==> src/rtl/ps2_key_tracker.sv <==
// ps2_key_tracker: pops PS/2 Set-2 bytes, tracks held keys with n-key rollover and
// keeps a BCD count of genuine presses.
module ps2_key_tracker #(
  parameter int SLOTS = 4,
  parameter int CNT_DIGITS = 2
) (
  input  logic                       clk,
  input  logic                       rst,
  input  logic [7:0]                 kb_data,
  input  logic                       kb_ready,
  input  logic                       kb_overflow,
  output logic                       kb_nextdata_n,
  output logic [7:0]                 key_code,
  output logic                       key_ext,
  output logic                       key_down,
  output logic [$clog2(SLOTS+1)-1:0] held_cnt,
  output logic                       press_pulse,
  output logic                       release_pulse,
  output logic [4*CNT_DIGITS-1:0]    press_bcd,
  output logic                       err
);
  localparam int CW = $clog2(SLOTS+1);
  typedef enum logic {WAIT, GAP} pop_t;
  typedef enum logic [1:0] {IDLE, EXT, BRK, EXT_BRK} prs_t;
  pop_t pop_st, pop_nx;
  prs_t prs_st, prs_nx;
  logic pop, mk, bk, any_hit, full, ins, rel, carry;
  logic [8:0] id;
  logic [8:0] tab [SLOTS];
  logic [SLOTS-1:0] vld, hit, free_oh;
  logic [4*CNT_DIGITS-1:0] bcd_nx;

  always_ff @(posedge clk or negedge rst) begin
    if (!rst) begin
      pop_st <= WAIT;
      prs_st <= IDLE;
    end else begin
      pop_st <= pop_nx;
      prs_st <= prs_nx;
    end
  end

  always_comb begin
    pop_nx = pop_st == GAP ? WAIT : kb_ready ? GAP : WAIT;
    prs_nx = !pop ? prs_st :
             kb_data == 8'hE0 ? EXT :
             kb_data == 8'hF0 ? (prs_st == IDLE ? BRK : prs_st == EXT ? EXT_BRK : prs_st) :
             IDLE;
  end

  // The strobe is gated by reset so the FIFO never sees a pop while we are held in reset.
  always_comb begin
    pop = rst && pop_st == WAIT && kb_ready;
    kb_nextdata_n = !pop;
    id = {prs_st == EXT || prs_st == EXT_BRK, kb_data};
    mk = pop && kb_data != 8'hE0 && kb_data != 8'hF0 && (prs_st == IDLE || prs_st == EXT);
    bk = pop && kb_data != 8'hE0 && kb_data != 8'hF0 && (prs_st == BRK || prs_st == EXT_BRK);
  end

  always_comb begin
    for (int i = 0; i < SLOTS; i++) hit[i] = vld[i] && tab[i] == id;
    any_hit = |hit;
    full = &vld;
    free_oh = ~vld & (vld + SLOTS'(1));
    ins = mk && !any_hit && !full;
    rel = bk && any_hit;
  end

  always_comb begin
    bcd_nx = press_bcd;
    carry = 1'b1;
    for (int d = 0; d < CNT_DIGITS; d++) begin
      if (carry) begin
        bcd_nx[4*d +: 4] = press_bcd[4*d +: 4] == 4'd9 ? 4'd0 : press_bcd[4*d +: 4] + 4'd1;
        carry = press_bcd[4*d +: 4] == 4'd9;
      end
    end
  end

  always_ff @(posedge clk or negedge rst) begin
    if (!rst) begin
      vld <= '0;
      for (int i = 0; i < SLOTS; i++) tab[i] <= '0;
      key_code <= '0;
      key_ext <= 1'b0;
      held_cnt <= '0;
      press_pulse <= 1'b0;
      release_pulse <= 1'b0;
      press_bcd <= '0;
      err <= 1'b0;
    end else begin
      press_pulse <= ins;
      release_pulse <= rel;
      held_cnt <= ins ? held_cnt + CW'(1) : rel ? held_cnt - CW'(1) : held_cnt;
      err <= err || kb_overflow || (mk && !any_hit && full);
      if (ins) begin
        key_code <= kb_data;
        key_ext <= id[8];
        press_bcd <= bcd_nx;
      end
      for (int i = 0; i < SLOTS; i++) begin
        if (ins && free_oh[i]) begin
          vld[i] <= 1'b1;
          tab[i] <= id;
        end else if (rel && hit[i]) begin
          vld[i] <= 1'b0;
        end
      end
    end
  end

  assign key_down = held_cnt != '0;
endmodule

==> config.mk <==
export PLATFORM = sky130hd
export DESIGN_NAME = ps2_key_tracker
export DESIGN_NICKNAME = d
export VERILOG_FILES = /design/src/rtl/ps2_key_tracker.sv
export SDC_FILE = /design/constraint.sdc
export NUM_CORES = 1
export LEC_CHECK = 0
export CAP_MARGIN = 10
export CORE_MARGIN = 1
export CORE_UTILIZATION = 53
export DETAILED_ROUTE_END_ITERATION = 10
export PLACE_DENSITY = 0.76
export SKIP_CTS_REPAIR_TIMING = 1
export SYNTH_ARGS = -nofsm -noshare
export SYNTH_HDL_FRONTEND = slang
export SYNTH_SLANG_ARGS = --single-unit
==> constraint.sdc <==
create_clock -name clk -period 4.6 [get_ports clk]
set_input_delay 0.92 -clock clk [delete_from_list [all_inputs] [get_ports clk]]
set_output_delay 0.92 -clock clk [all_outputs]
set_load 0.1 [all_outputs]
Word-level counts from Yosys, hierarchy flattened
Index checks and enable logic that the tools add are counted.
{ "word_totals": {"input_bits": 12, "ff_bits": 66, "output_inout_bits": 25, "wordCells": 99} }
{ "op_classes": {"n_bitwise": 3, "n_reduce_logical": 41, "addsub": 5, "n_mux": 18, "eq_ne": 14} }
{ "ops": {"columns": ["op", "n"], "rows": [
  ["9-bit equality test", 4],
  ["1-bit logical AND", 22],
  ["8-bit equality test (second input constant)", 2],
  ["8-bit inequality test (second input constant)", 2],
  ["4-bit by 1-bit adder with 4-bit output (second input constant)", 3],
  ["1-bit 2-to-1 mux", 10],
  ["2-bit nonzero test", 5],
  ["4-bit equality test (second input constant)", 2],
  ["2-bit 2-to-1 mux", 4],
  ["4-bit 2-to-1 mux", 2],
  ["3-bit 2-to-1 mux", 2],
  ["1-bit logical OR", 5],
  ["4-bit AND", 1],
  ["2-bit equality test (second input constant)", 2],
  ["4-bit by 2-bit inequality test with 1-bit output (second input constant)", 1],
  ["4-bit NOT", 1],
  ["2-bit AND reduction", 2],
  ["4-bit AND reduction", 1],
  ["4-bit OR reduction", 1],
  ["3-bit by 1-bit adder with 3-bit output (second input constant)", 1],
  ["1-bit logical NOT", 3],
  ["3-bit nonzero test", 1],
  ["3-bit by 1-bit subtractor with 3-bit output (second input constant)", 1],
  ["2-bit by 1-bit equality test with 1-bit output (second input constant)", 1],
  ["2 further kinds", 2]
]} }

Logic depth before layout (Yosys ltp)
Gate-level depths: netlist of run 1.
{ "depth": {"word_depth": 10, "depth_mapped": 12, "mapped_depth_nobuf": 9} }

Worst setup path before layout of run 1
No wires, ideal clock.
{ "synth_path": {"path_kind": "in2reg", "start": "in kb_ready", "end": "reg held_cnt[2]", "path_buffers": 2, "required_ps": 4461, "setup_time_ps": 139, "setup_slack_ps": 371, "stages": 11, "arrival_time_ps": 4090, "path_cell_list": "nand3b_1 -> a21oi_2 -> o311a_1 -> and4_1 -> clkbuf_1 -> nand2_1 -> buf_2 -> fa_1 -> nand2_1 -> a21oi_1 -> or4b_1"} }
{ "synth_between": {"elab_chain_cells": 7, "elab_cells_between_ends": 10, "classes_between": "mux (1); reduce/logical (9)"} }
{ "synth_rtl": {"columns": ["item", "line_no", "source"], "rows": [
  ["start: declaration", "10", "input logic kb_ready,"],
  ["1-bit logical AND *", "53", "pop = rst && pop_st == WAIT && kb_ready;"],
  ["1-bit logical AND * (2 in a row)", "56, 57", null],
  ["1-bit logical AND", "56", "mk = pop && kb_data != 8'hE0 && kb_data != 8'hF0 && (prs_st == IDLE || prs_st == EXT);"],
  ["1-bit logical AND (2 in a row)", "65", "ins = mk && !any_hit && !full;"],
  ["3-bit 2-to-1 mux / 2-bit nonzero test (equally long branches)", null, null],
  ["end signal: assignment", "94", "held_cnt <= ins ? held_cnt + CW'(1) : rel ? held_cnt - CW'(1) : held_cnt;"],
  ["end: declaration", "16", "output logic [$clog2(SLOTS+1)-1:0] held_cnt,"]
]} }
Every way passes the cells marked *; elsewhere a longest branch is shown, timed or not.
A chain may end at the register's enable or synchronous reset.

Worst setup path after layout of run 1
{ "layout_path": {"start": "in kb_data[3]", "end": "reg held_cnt[2]"} }
{ "layout_between": {"elab_chain_cells": 7, "elab_cells_between_ends": 21, "classes_between": "eq/ne (6); mux (1); reduce/logical (14)"} }
{ "layout_rtl": {"columns": ["item", "line_no", "source"], "rows": [
  ["start: declaration", "9", "input logic [7:0] kb_data,"],
  ["9-bit equality test / 8-bit inequality test (equally long branches)", "61, 56, 57", null],
  ["1-bit logical AND, on equally long branches", "61, 56, 57", null],
  ["4-bit OR reduction / 1-bit logical AND (equally long branches)", "62, 56, 57", null],
  ["1-bit logical NOT / 1-bit logical AND (equally long branches)", "65, 56", null],
  ["1-bit logical AND (2 in a row)", "65", null],
  ["3-bit 2-to-1 mux / 2-bit nonzero test (equally long branches)", null, null]
]} }
Several ways; a longest one is shown, not always the timed one.

==> results of run 1 <==
[metal layers]
metal  vias up  track usage, %  part of all wire (%)
li1        948               -                     -
met1       981            29.6                    47
met2        49            33.4                    47
met3        13            4.37                   3.5
met4         0            12.7                   2.7
met5         -               0                     0
[area by class of cell]
| type | instances | area, um2 |
|---|---|---|
| fillers | 456 | 1870 |
| flip-flops and latches | 66 | 1650 |
| multi-input cells | 162 | 1400 |
| repair buffers | 42 | 398 |
| clock buffers | 11 | 151 |
| well taps | 72 | 90.1 |
| clock inverters | 3 | 40.0 |
| inverters | 4 | 15.0 |
[worst max-delay path by stage]
| stage | to | slack [ps] |
|---|---|---|
| floorplan | held_cnt[2]$_DFFE_PN0P_ | 370 |
| global placement | held_cnt[2]$_DFFE_PN0P_ | 730 |
| detailed placement | held_cnt[2]$_DFFE_PN0P_ | 660 |
| CTS | held_cnt[2]$_DFFE_PN0P_ | 1020 |
| global route | held_cnt[2]$_DFFE_PN0P_ | 850 |
| finish | held_cnt[2]$_DFFE_PN0P_ | 970 |
[stage by stage]
stage	hold slack (ps)	total power, mW
after floorplan	393	2.03
after global placement	406	2.32
after detailed placement	411	2.34
after CTS	421	2.83
after global routing	450	2.94
final	421	2.80
[cell families (layout without fill, tap and decap cells)]
group	after synthesis	count (layout)	synth area share [%]
simple gates	55	55	11.0
flops	66	66	52.7
mux	49	49	17.6
buf+inv	19	60	2.83
compound gates	16	16	3.87
fa+ha+maj	1	1	0.638
xor+xnor	41	41	11.5
[cell usage in the layout (no fill, tap or decap), types with 3 or more instances in the layout]
cell type and count:
dfrtp_1 66, mux2_2 47, clkdlybuf4s50_1 34, xor2_1 24, xnor2_1 17, clkbuf_8 11, nor2_1 10, nand4_1 9
buf_4 7, nor4_1 6, nand2_1 6, inv_1 4, nor2b_1 4, o21ai_0 4, nand3_1 3
[power breakdown]
group / switching [mW] / leakage [nW] / internal [mW]
Clock: 0.203 / 0.101 / 0.272
Combinational: 0.882 / 0.698 / 0.440
Sequential: 0.191 / 0.804 / 0.812
Total: 1.28 / 1.60 / 1.52
[registers in the layout, indices dropped and copies added, names as in the netlist]
register       flops
err                1
held_cnt           3
key_code           8
key_ext            1
pop_st             1
press_bcd          8
press_pulse        1
prs_st             2
release_pulse      1
tab               36
vld                4
==> summary.md, run 1 <==
| Metric | Value |
|---|---|
| Core area | 5610 um2 |
| Drt total wl | 5.94 mm |
| Hold path startpoint | pop_st$_DFF_PN0_ |
| Setup crit end kind | register |
| DIE HEIGHT | 78.9 um |
| Largest net degree at the start of global routing | 67 |
| Largest area contributor in the netlist | dfrtp_1 |
| Slack of the worst reg-to-reg path | 1720 ps |
| Drc violations | 0 |
| Setup CP Type | primary input to register |
| Most Frequent Cell on Critical Path | nand2_1 |
| Remaining global-route overflow | 0 |
| Total CTS buffers | 9 |
| R2R depth | 8 |
| Finished layout cell area | 3740 um2 |
| Worst r2r src | prs_st[0]$_DFFE_PN0P_ |
| Final Max Slew Viols | 0 |
| YS warnings | 0 |
| Crit path buffers/inverters | 1 |
| Final std cells w/o fill | 360 |
| Cell Pwr Density | 749 nW/um2 |
| Die ar. | 6230 um2 |
| Gpl congestion | 0.891 |
| Share of cells above drive strength 1 | 25.7% |
| Synth area leaders | dfrtp_1 53%, mux2_2 17%, xor2_1 6.7%, xnor2_1 4.7%, nand4_1 1.8% |
| Clock Tree Buf Depth | 2 |
| P_leak | 1.60 nW |
| Setup TNS | 0 ps |
| PortBufs | 36 |
| VDD IR max | 0.538 mV |
| Most frequent cells after synthesis | 66 x dfrtp_1, 47 x mux2_2, 24 x xor2_1 |
| Io pins | 37 |
| Yosys cell types | 39 |
| Worst min path class | register to register |
| Setup violators final | 0 |
| Std-Cell Rows | 27 |
| Critical Path AT | 3840 ps |
| Initial DRC count | 101 |
| Worst setup startpoint | kb_data[3] |
| Post-layout minimum cycle time | 3630 ps |
| Routed via count | 1991 |
| CTS H-tree depth | 3 |
| Number of clock sinks | 66 |
| Sequential share of the synthesized area | 52.7% |
| GRT Total Usage | 22.1% |
| DP HPWL | 4.14 mm |
| Mean post-synth cell area | 12.7 um2 |
| RSZ-0062 raised after global routing | false |
| Dpl cells | 346 |
| Hold path depth | 1 |
| Critical-path maximum fanout | 10 |
| Relative slew slack | 33.9% |
| Worst Max-Slew Pin Slew | 989 ps |
| Area Growth Syn to Fin | 19.3% |
| Final Util | 66.7% |
| Crit-path leading delay family | simple AND/OR/NAND/NOR gates |
| Die Width | 78.9 um |
| Mapped cell area | 3140 um2 |
| Startpoint Class | primary input |
| Number of synthesized register bits | 66 |
| Drt pass-1 iters | 4 |
| Async SR Flop Fraction | 100% |
| Critical path required time | 4810 ps |
| Worst R2R End | held_cnt[2]$_DFFE_PN0P_ |
| Final setup margin | 973 ps |
| EDFF count, synth | 0 |
| # Max-Cap Violations | 0 |
| CP max stage cell | clkdlybuf4s50_1 |
| Remaining antenna violation count | 0 |
| Status | complete, no violations |
| Clock root buffer | clkbuf_8 |
| Layout Nets | 298 |
| Pre-CTS WS | 665 ps |
| Sink of the worst hold path | pop_st$_DFF_PN0_ |
| CTS tree | done |
| N_diodes | 0 |
| Synth top area share | 52.7% |
| Main flop type after synthesis | dfrtp_1 |
| Wire length per cell | 16.5 um |
| Final hold vios | 0 |
| Worst-path clk slew | 70 ps |
| Initial antenna violation count | 0 |
| Post-Syn Instances | 247 |
| Initial Utilization | 55.9% |
| Worst-Skew Late Latency | 340 ps |
| Syn Nets | 260 |
| Final period utilization | 78.8% |
| First-pass GRT wire length | 10.1 mm |
| Most numerous cell in the Yosys netlist | dfrtp_1 |
| Max stage delay on crit path | 700 ps |
| Placed cell areas | 3550 um2 |
| Critical path depth | 10 |
| Fmax | 276 MHz |
| Vias in the first global route | 2015 |
| Worst-path cell chain | clkdlybuf4s50_1 -> and4b_1 -> a21oi_2 -> o311a_1 -> and4_1 -> nand2_1 -> fa_1 -> nand2_1 -> a21oi_1 -> or4b_1 |
| Post-route clock skew | 7.39 ps |
| DR vias/cell | 5.53 |
(Power assumes the default switching activity.)
==> run 2: changes to the inputs <==
Clock period 4.6 ns to 3.61 ns, I/O delays scaled along.
==> summary.md, run 2 (synthesis results as in run 1) <==
| Metric | Value |
|---|---|
| Core area | 5610 um2 (unchanged) |
| Met1 usage | 28.0% (was 29.6%) |
| Max stage delay on crit path | 620 ps (was 700 ps) |
| Filler cell count | 421 (was 456) |
| Crit-path leading delay family | simple AND/OR/NAND/NOR gates (unchanged) |
| Share of cells above drive strength 1 | 29.4% (was 25.7%) |
| VDD IR max | 0.739 mV (was 0.538 mV) |
| Initial DRC count | 77 (was 101) |
| Remaining global-route overflow | 0 (unchanged) |
| Most frequent cells in the layout | 66 x dfrtp_1, 47 x mux2_2, 34 x clkdlybuf4s50_1 (unchanged) |
| Fmax | 308 MHz |
| Final hold vios | 0 (unchanged) |
| # Max-Cap Violations | 0 (unchanged) |
| Worst min path class | register to register (unchanged) |
| Global route hottest layer | met2 (unchanged) |
| DR vias/cell | 5.57 (was 5.53) |
| Worst-path cell chain | clkdlybuf4s50_1 -> xor2_1 -> nor4_1 -> nand4_1 -> and4_1 -> nand2_2 -> fa_2 -> nor3b_1 -> or4b_1 (was clkdlybuf4s50_1 -> and4b_1 -> a21oi_2 -> o311a_1 -> and4_1 -> nand2_1 -> fa_1 -> nand2_1 -> a21oi_1 -> or4b_1) |
| Psw | 1.65 mW (was 1.28 mW) |
| Initial antenna violation count | 0 (unchanged) |
| PortBufs | 36 (unchanged) |
| Setup TNS | 0 ps (unchanged) |
| Worst Max-Slew Pin Slew | 974 ps (was 989 ps) |
| First-pass GRT wire length | 10.6 mm (was 10.1 mm) |
| Layout Nets | 311 (was 298) |
| N_diodes | 0 (unchanged) |
| CTS tree | done (unchanged) |
| Drc violations | 0 (unchanged) |
| Wire length per cell | 16.4 um (was 16.5 um) |
| Io pins | 37 (unchanged) |
| Setup violators final | 0 (unchanged) |
| Area Growth Syn to Fin | 22.4% (was 19.3%) |
| Largest regs | tab: 36 flops, key_code: 8 flops, press_bcd: 8 flops (unchanged) |
| Critical Path AT | 3460 ps (was 3840 ps) |
| CTS H-tree depth | 3 (unchanged) |
| Die Width | 78.9 um (unchanged) |
| Relative slew slack | 34.9% (was 33.9%) |
| Crit path buffers/inverters | 1 (unchanged) |
| Vias in the first global route | 2210 (was 2015) |
| Most flops, register | tab (unchanged) |
| DIE HEIGHT | 78.9 um (unchanged) |
| Initial Utilization | 55.9% (unchanged) |
| GRT Total Usage | 22.8% (was 22.1%) |
| Clock Tree Buf Depth | 2 (unchanged) |
| Routed via count | 2087 (was 1991) |
| P_leak | 1.65 nW (was 1.60 nW) |
| Flop pwr share | 35.7% (was 35.8%) |
| CP max stage cell | clkdlybuf4s50_1 (unchanged) |
| Tot Pwr | 3.57 mW (was 2.80 mW) |
| Dpl cells | 359 (was 346) |
| Die ar. | 6230 um2 (unchanged) |
| Final std cells w/o fill | 375 (was 360) |
| Remaining antenna violation count | 0 (unchanged) |
| Final period utilization | 90.0% |
| Reg area | 1650 um2 (unchanged) |
| Final Max Slew Viols | 0 (unchanged) |
| Post-route clock skew | 8.31 ps (was 7.39 ps) |
| RSZ-0062 raised after global routing | false (unchanged) |
| Gpl congestion | 0.781 (was 0.891) |
| Drt total wl | 6.14 mm (was 5.94 mm) |
| Switching share of power | 46.2% (was 45.6%) |
| DP HPWL | 4.38 mm (was 4.14 mm) |
| Multi-input gate area | 1400 um2 (about the same) |
| Worst-path clk slew | 70 ps (about the same) |
| Drt pass-1 iters | 4 (unchanged) |
| Post-layout minimum cycle time | 3250 ps |
| Critical-path maximum fanout | 10 (unchanged) |
| Setup CP Type | primary input to register (unchanged) |
| Largest net degree at the start of global routing | 67 (unchanged) |
| Std-Cell Rows | 27 (unchanged) |
| Commonest non-fill, non-tap cell in the layout | dfrtp_1 (unchanged) |
| Clock root buffer | clkbuf_8 (unchanged) |
| Met3 usage | 6.55% (was 4.37%) |
| Clock power frac | 16.6% (was 17.0%) |
| Max reg flops | 36 (unchanged) |
| Final setup margin | 363 ps (was 973 ps) |
| Number of clock sinks | 66 (unchanged) |
| Pint | 1.92 mW (was 1.52 mW) |
| Comb pwr share | 47.7% (was 47.2%) |
| Total CTS buffers | 9 (unchanged) |
| Status | complete, no violations (unchanged) |
| Setup crit end kind | register (unchanged) |
| Cell Pwr Density | 930 nW/um2 (was 749 nW/um2) |
| Global Route met2 Usage | 37.7% (was 33.4%) |
| Worst-Skew Late Latency | 340 ps (about the same) |
| Critical path required time | 3820 ps (was 4810 ps) |
| Startpoint Class | primary input (unchanged) |
| Pre-CTS WS | 28.9 ps (was 665 ps) |
-- run 2: cell types whose count changed in the layout (fill, tap and decap cells not counted) --
cell and change:
clkbuf_8 -2, clkbuf_1 +2, fa_1 -1, buf_4 +13
nand2_2 +1, clkinvlp_4 +2, nand2_1 -1, fa_2 +1
-- run 2: final cells by class --
type                       instances  area share, %
tap                               72           2.35
inverter                           4          0.391
timing repair buffer              55           12.9
clock inverter                     5           1.43
clock buffer                      11           3.42
sequential                        66           43.0
multi-input combinational        162           36.5
-- run 2: worst paths after layout --
| check | to | cells past startpoint | startpoint | slack, ps |
|---|---|---|---|---|
| setup / recovery | held_cnt[2]$_DFFE_PN0P_ | 9 | kb_data[5] | 360 |
| hold / removal | pop_st$_DFF_PN0_ | 1 | pop_st$_DFF_PN0_ | 420 |
| setup reg to reg | held_cnt[2]$_DFFE_PN0P_ | 8 | prs_st[0]$_DFFE_PN0P_ | 920 |
| hold reg to reg | pop_st$_DFF_PN0_ | 1 | pop_st$_DFF_PN0_ | 420 |
| max in group asynchronous | key_code[6]$_DFFE_PN0P_ | 2 | rst | 2460 |
| min in group asynchronous | key_ext$_DFFE_PN0P_ | 2 | rst | 560 |
-- run 2: power groups by stage --
| stage | Clock, mW | Combinational, mW | Sequential [mW] |
|---|---|---|---|
| 2_1_floorplan | 0 | 0.639 | 1.96 |
| 3_3_place_gp | 0 | 1.68 | 1.28 |
| 3_5_place_dp | 0 | 1.71 | 1.29 |
| 4_1_cts | 0.609 | 1.72 | 1.28 |
| 5_1_grt | 0.640 | 1.80 | 1.32 |
| 6_report | 0.591 | 1.70 | 1.28 |
-- run 2: stage by stage --
step / util (%) / area (um2) / hold slack [ps]
detailed placement: 65.1 / 3650 / 411
global route: 68.5 / 3840 / 461
global placement: 65.1 / 3650 / 406
finish: 68.5 / 3840 / 423
floorplan: - / 3150 / 393
CTS: 68.5 / 3840 / 428
-- run 2: routing by layer --
| metal | routed length (um) | vias up | part of all wire, % |
|---|---|---|---|
| met5 | 0 | - | 0 |
| met4 | 91 | 0 | 1.5 |
| met3 | 259 | 10 | 4.2 |
| met2 | 3010 | 47 | 49 |
| met1 | 2780 | 1058 | 45 |
| li1 | - | 972 | - |
==> run 3: changes to the inputs <==
Settings changed: CORE_UTILIZATION 53 to 55, PLACE_DENSITY 0.76 to 0.79, SKIP_LAST_GASP set to 1.
==> summary.md, run 3 (synthesis results as in run 1) <==
| Metric | Value |
|---|---|
| Sink of the worst hold path | pop_st$_DFF_PN0_ (unchanged) |
| Critical-path maximum fanout | 10 (unchanged) |
| Filler cell count | 397 (was 421) |
| Worst-path clk slew | 70 ps (about the same) |
| Fmax | 312 MHz (was 308 MHz) |
| Initial Utilization | 56.9% (was 55.9%) |
| CTS tree | done (unchanged) |
| Final hold vios | 0 (unchanged) |
| DIE HEIGHT | 77.5 um (was 78.9 um) |
| Die Width | 77.5 um (was 78.9 um) |
| Post-layout minimum cycle time | 3210 ps (was 3250 ps) |
| Most flops, register | tab (unchanged) |
| P_leak | 1.67 nW (was 1.65 nW) |
| Worst-Skew Late Latency | 350 ps (was 340 ps) |
| RSZ-0062 raised after global routing | false (unchanged) |
| Status | complete, no violations (unchanged) |
| Clock Tree Buf Depth | 2 (unchanged) |
| GRT Total Usage | 23.4% (was 22.8%) |
| Setup CP Type | primary input to register (unchanged) |
| DR vias/cell | 5.49 (was 5.57) |
| Vias in the first global route | 2070 (was 2210) |
| Largest regs | tab: 36 flops, key_code: 8 flops, press_bcd: 8 flops (unchanged) |
| Multi-input gate area | 1400 um2 (unchanged) |
| Worst min path class | register to register (unchanged) |
| Initial antenna violation count | 0 (unchanged) |
| Die ar. | 6010 um2 (was 6230 um2) |
| Number of clock sinks | 66 (unchanged) |
| Final period utilization | 88.8% (was 90.0%) |
| Clock root buffer | clkbuf_8 (unchanged) |
| Worst Max-Slew Pin Slew | 985 ps (was 974 ps) |
| Commonest non-fill, non-tap cell in the layout | dfrtp_1 (unchanged) |
| Drt total wl | 6.00 mm (was 6.14 mm) |
| Critical Path AT | 3420 ps (was 3460 ps) |
| Slack of the worst reg-to-reg path | 970 ps (was 920 ps) |
| Final Max Slew Viols | 0 (unchanged) |
| Worst r2r src | prs_st[0]$_DFFE_PN0P_ (unchanged) |
| Startpoint Class | primary input (unchanged) |
| Initial DRC count | 45 (was 77) |
| Setup TNS | 0 ps (unchanged) |
| VDD IR max | 0.637 mV (was 0.739 mV) |
| Core area | 5510 um2 (was 5610 um2) |
| DP HPWL | 4.29 mm (was 4.38 mm) |
| Most frequent cells in the layout | 66 x dfrtp_1, 47 x mux2_2, 34 x clkdlybuf4s50_1 (unchanged) |
| R2R depth | 8 (unchanged) |
| Gpl congestion | 0.818 (was 0.781) |
| CTS H-tree depth | 3 (unchanged) |
| Final setup margin | 403 ps (was 363 ps) |
| Relative slew slack | 34.1% (was 34.9%) |
| Largest net degree at the start of global routing | 67 (unchanged) |
| Io pins | 37 (unchanged) |
| Cell Pwr Density | 934 nW/um2 (was 930 nW/um2) |
| PortBufs | 36 (unchanged) |
| Pre-CTS WS | 79.7 ps (was 28.9 ps) |
| # Max-Cap Violations | 0 (unchanged) |
| Setup crit end kind | register (unchanged) |
| Post-route clock skew | 7.07 ps (was 8.31 ps) |
| Reg area | 1650 um2 (unchanged) |
| Max reg flops | 36 (unchanged) |
| Setup violators final | 0 (unchanged) |
| Drt pass-1 iters | 4 (unchanged) |
| Share of cells above drive strength 1 | 29.8% (was 29.4%) |
| Hold path startpoint | pop_st$_DFF_PN0_ (unchanged) |
| Worst R2R End | held_cnt[2]$_DFFE_PN0P_ (unchanged) |
| Drc violations | 0 (unchanged) |
| Area Growth Syn to Fin | 23.1% (was 22.4%) |
| Layout Nets | 310 (was 311) |
| Wire length per cell | 16.0 um (was 16.4 um) |
| Remaining antenna violation count | 0 (unchanged) |
| Routed via count | 2053 (was 2087) |
| Hold path depth | 1 (unchanged) |
| N_diodes | 0 (unchanged) |
| Critical path required time | 3830 ps (was 3820 ps) |
| Remaining global-route overflow | 0 (unchanged) |
| First-pass GRT wire length | 10.4 mm (was 10.6 mm) |
| Std-Cell Rows | 27 (unchanged) |
| Total CTS buffers | 9 (unchanged) |
## run 3: area by class of cell
class | instances | area share [%]
Clock buffer | 11 | 3.92
Tap cell | 72 | 2.33
Timing Repair Buffer | 54 | 13.0
Multi-Input combinational cell | 162 | 36.3
Inverter | 4 | 0.389
Clock inverter | 5 | 1.36
Sequential cell | 66 | 42.8
## run 3: critical path, stage by stage
cell,delay [ps]
clkdlybuf4s50_1,630
and4b_1,320
a21oi_2,200
o311a_1,230
and4_1,230
nand2_2,80
fa_2,390
nand2_1,80
a21oi_1,50
or4b_1,490
## run 3: how the worst max path moves through the flow
stage / end / from / cells after the start
2_1_floorplan: held_cnt[2]$_DFFE_PN0P_ / rst / 11
3_3_place_gp: held_cnt[2]$_DFFE_PN0P_ / kb_data[7] / 10
3_5_place_dp: held_cnt[2]$_DFFE_PN0P_ / kb_data[7] / 10
4_1_cts: held_cnt[2]$_DFFE_PN0P_ / kb_data[7] / 10
5_1_grt: held_cnt[2]$_DFFE_PN0P_ / kb_data[7] / 10
6_report: held_cnt[2]$_DFFE_PN0P_ / kb_data[7] / 10
## run 3: metal layers
layer | routed length, um | up-vias | track usage, %
met4 | 209 | 0 | 12.8
li1 | - | 973 | -
met5 | 0 | - | 0
met1 | 2710 | 1010 | 29.7
met3 | 240 | 18 | 7.18
met2 | 2840 | 52 | 35.7
## run 3: power by group
| group | switching [mW] | internal [mW] | total, mW | leakage (nW) |
|---|---|---|---|---|
| sequential | 0.242 | 1.04 | 1.28 | 0.804 |
| combinational | 1.13 | 0.572 | 1.70 | 0.760 |
| clock | 0.273 | 0.352 | 0.625 | 0.105 |
| total | 1.65 | 1.96 | 3.60 | 1.67 |
## run 3: stage by stage
| step | instances | util, % | hold WS [ps] | area [um2] | power, mW |
|---|---|---|---|---|---|
| after floorplan | 247 | - | 393 | 3150 | 2.60 |
| after global placement | 358 | 66.4 | 405 | 3660 | 2.96 |
| after detailed placement | 358 | 66.4 | 412 | 3660 | 3.00 |
| after CTS | 374 | 70.1 | 421 | 3860 | 3.64 |
| after global routing | 374 | 70.1 | 451 | 3860 | 3.79 |
| final | 374 | 70.1 | 420 | 3860 | 3.60 |
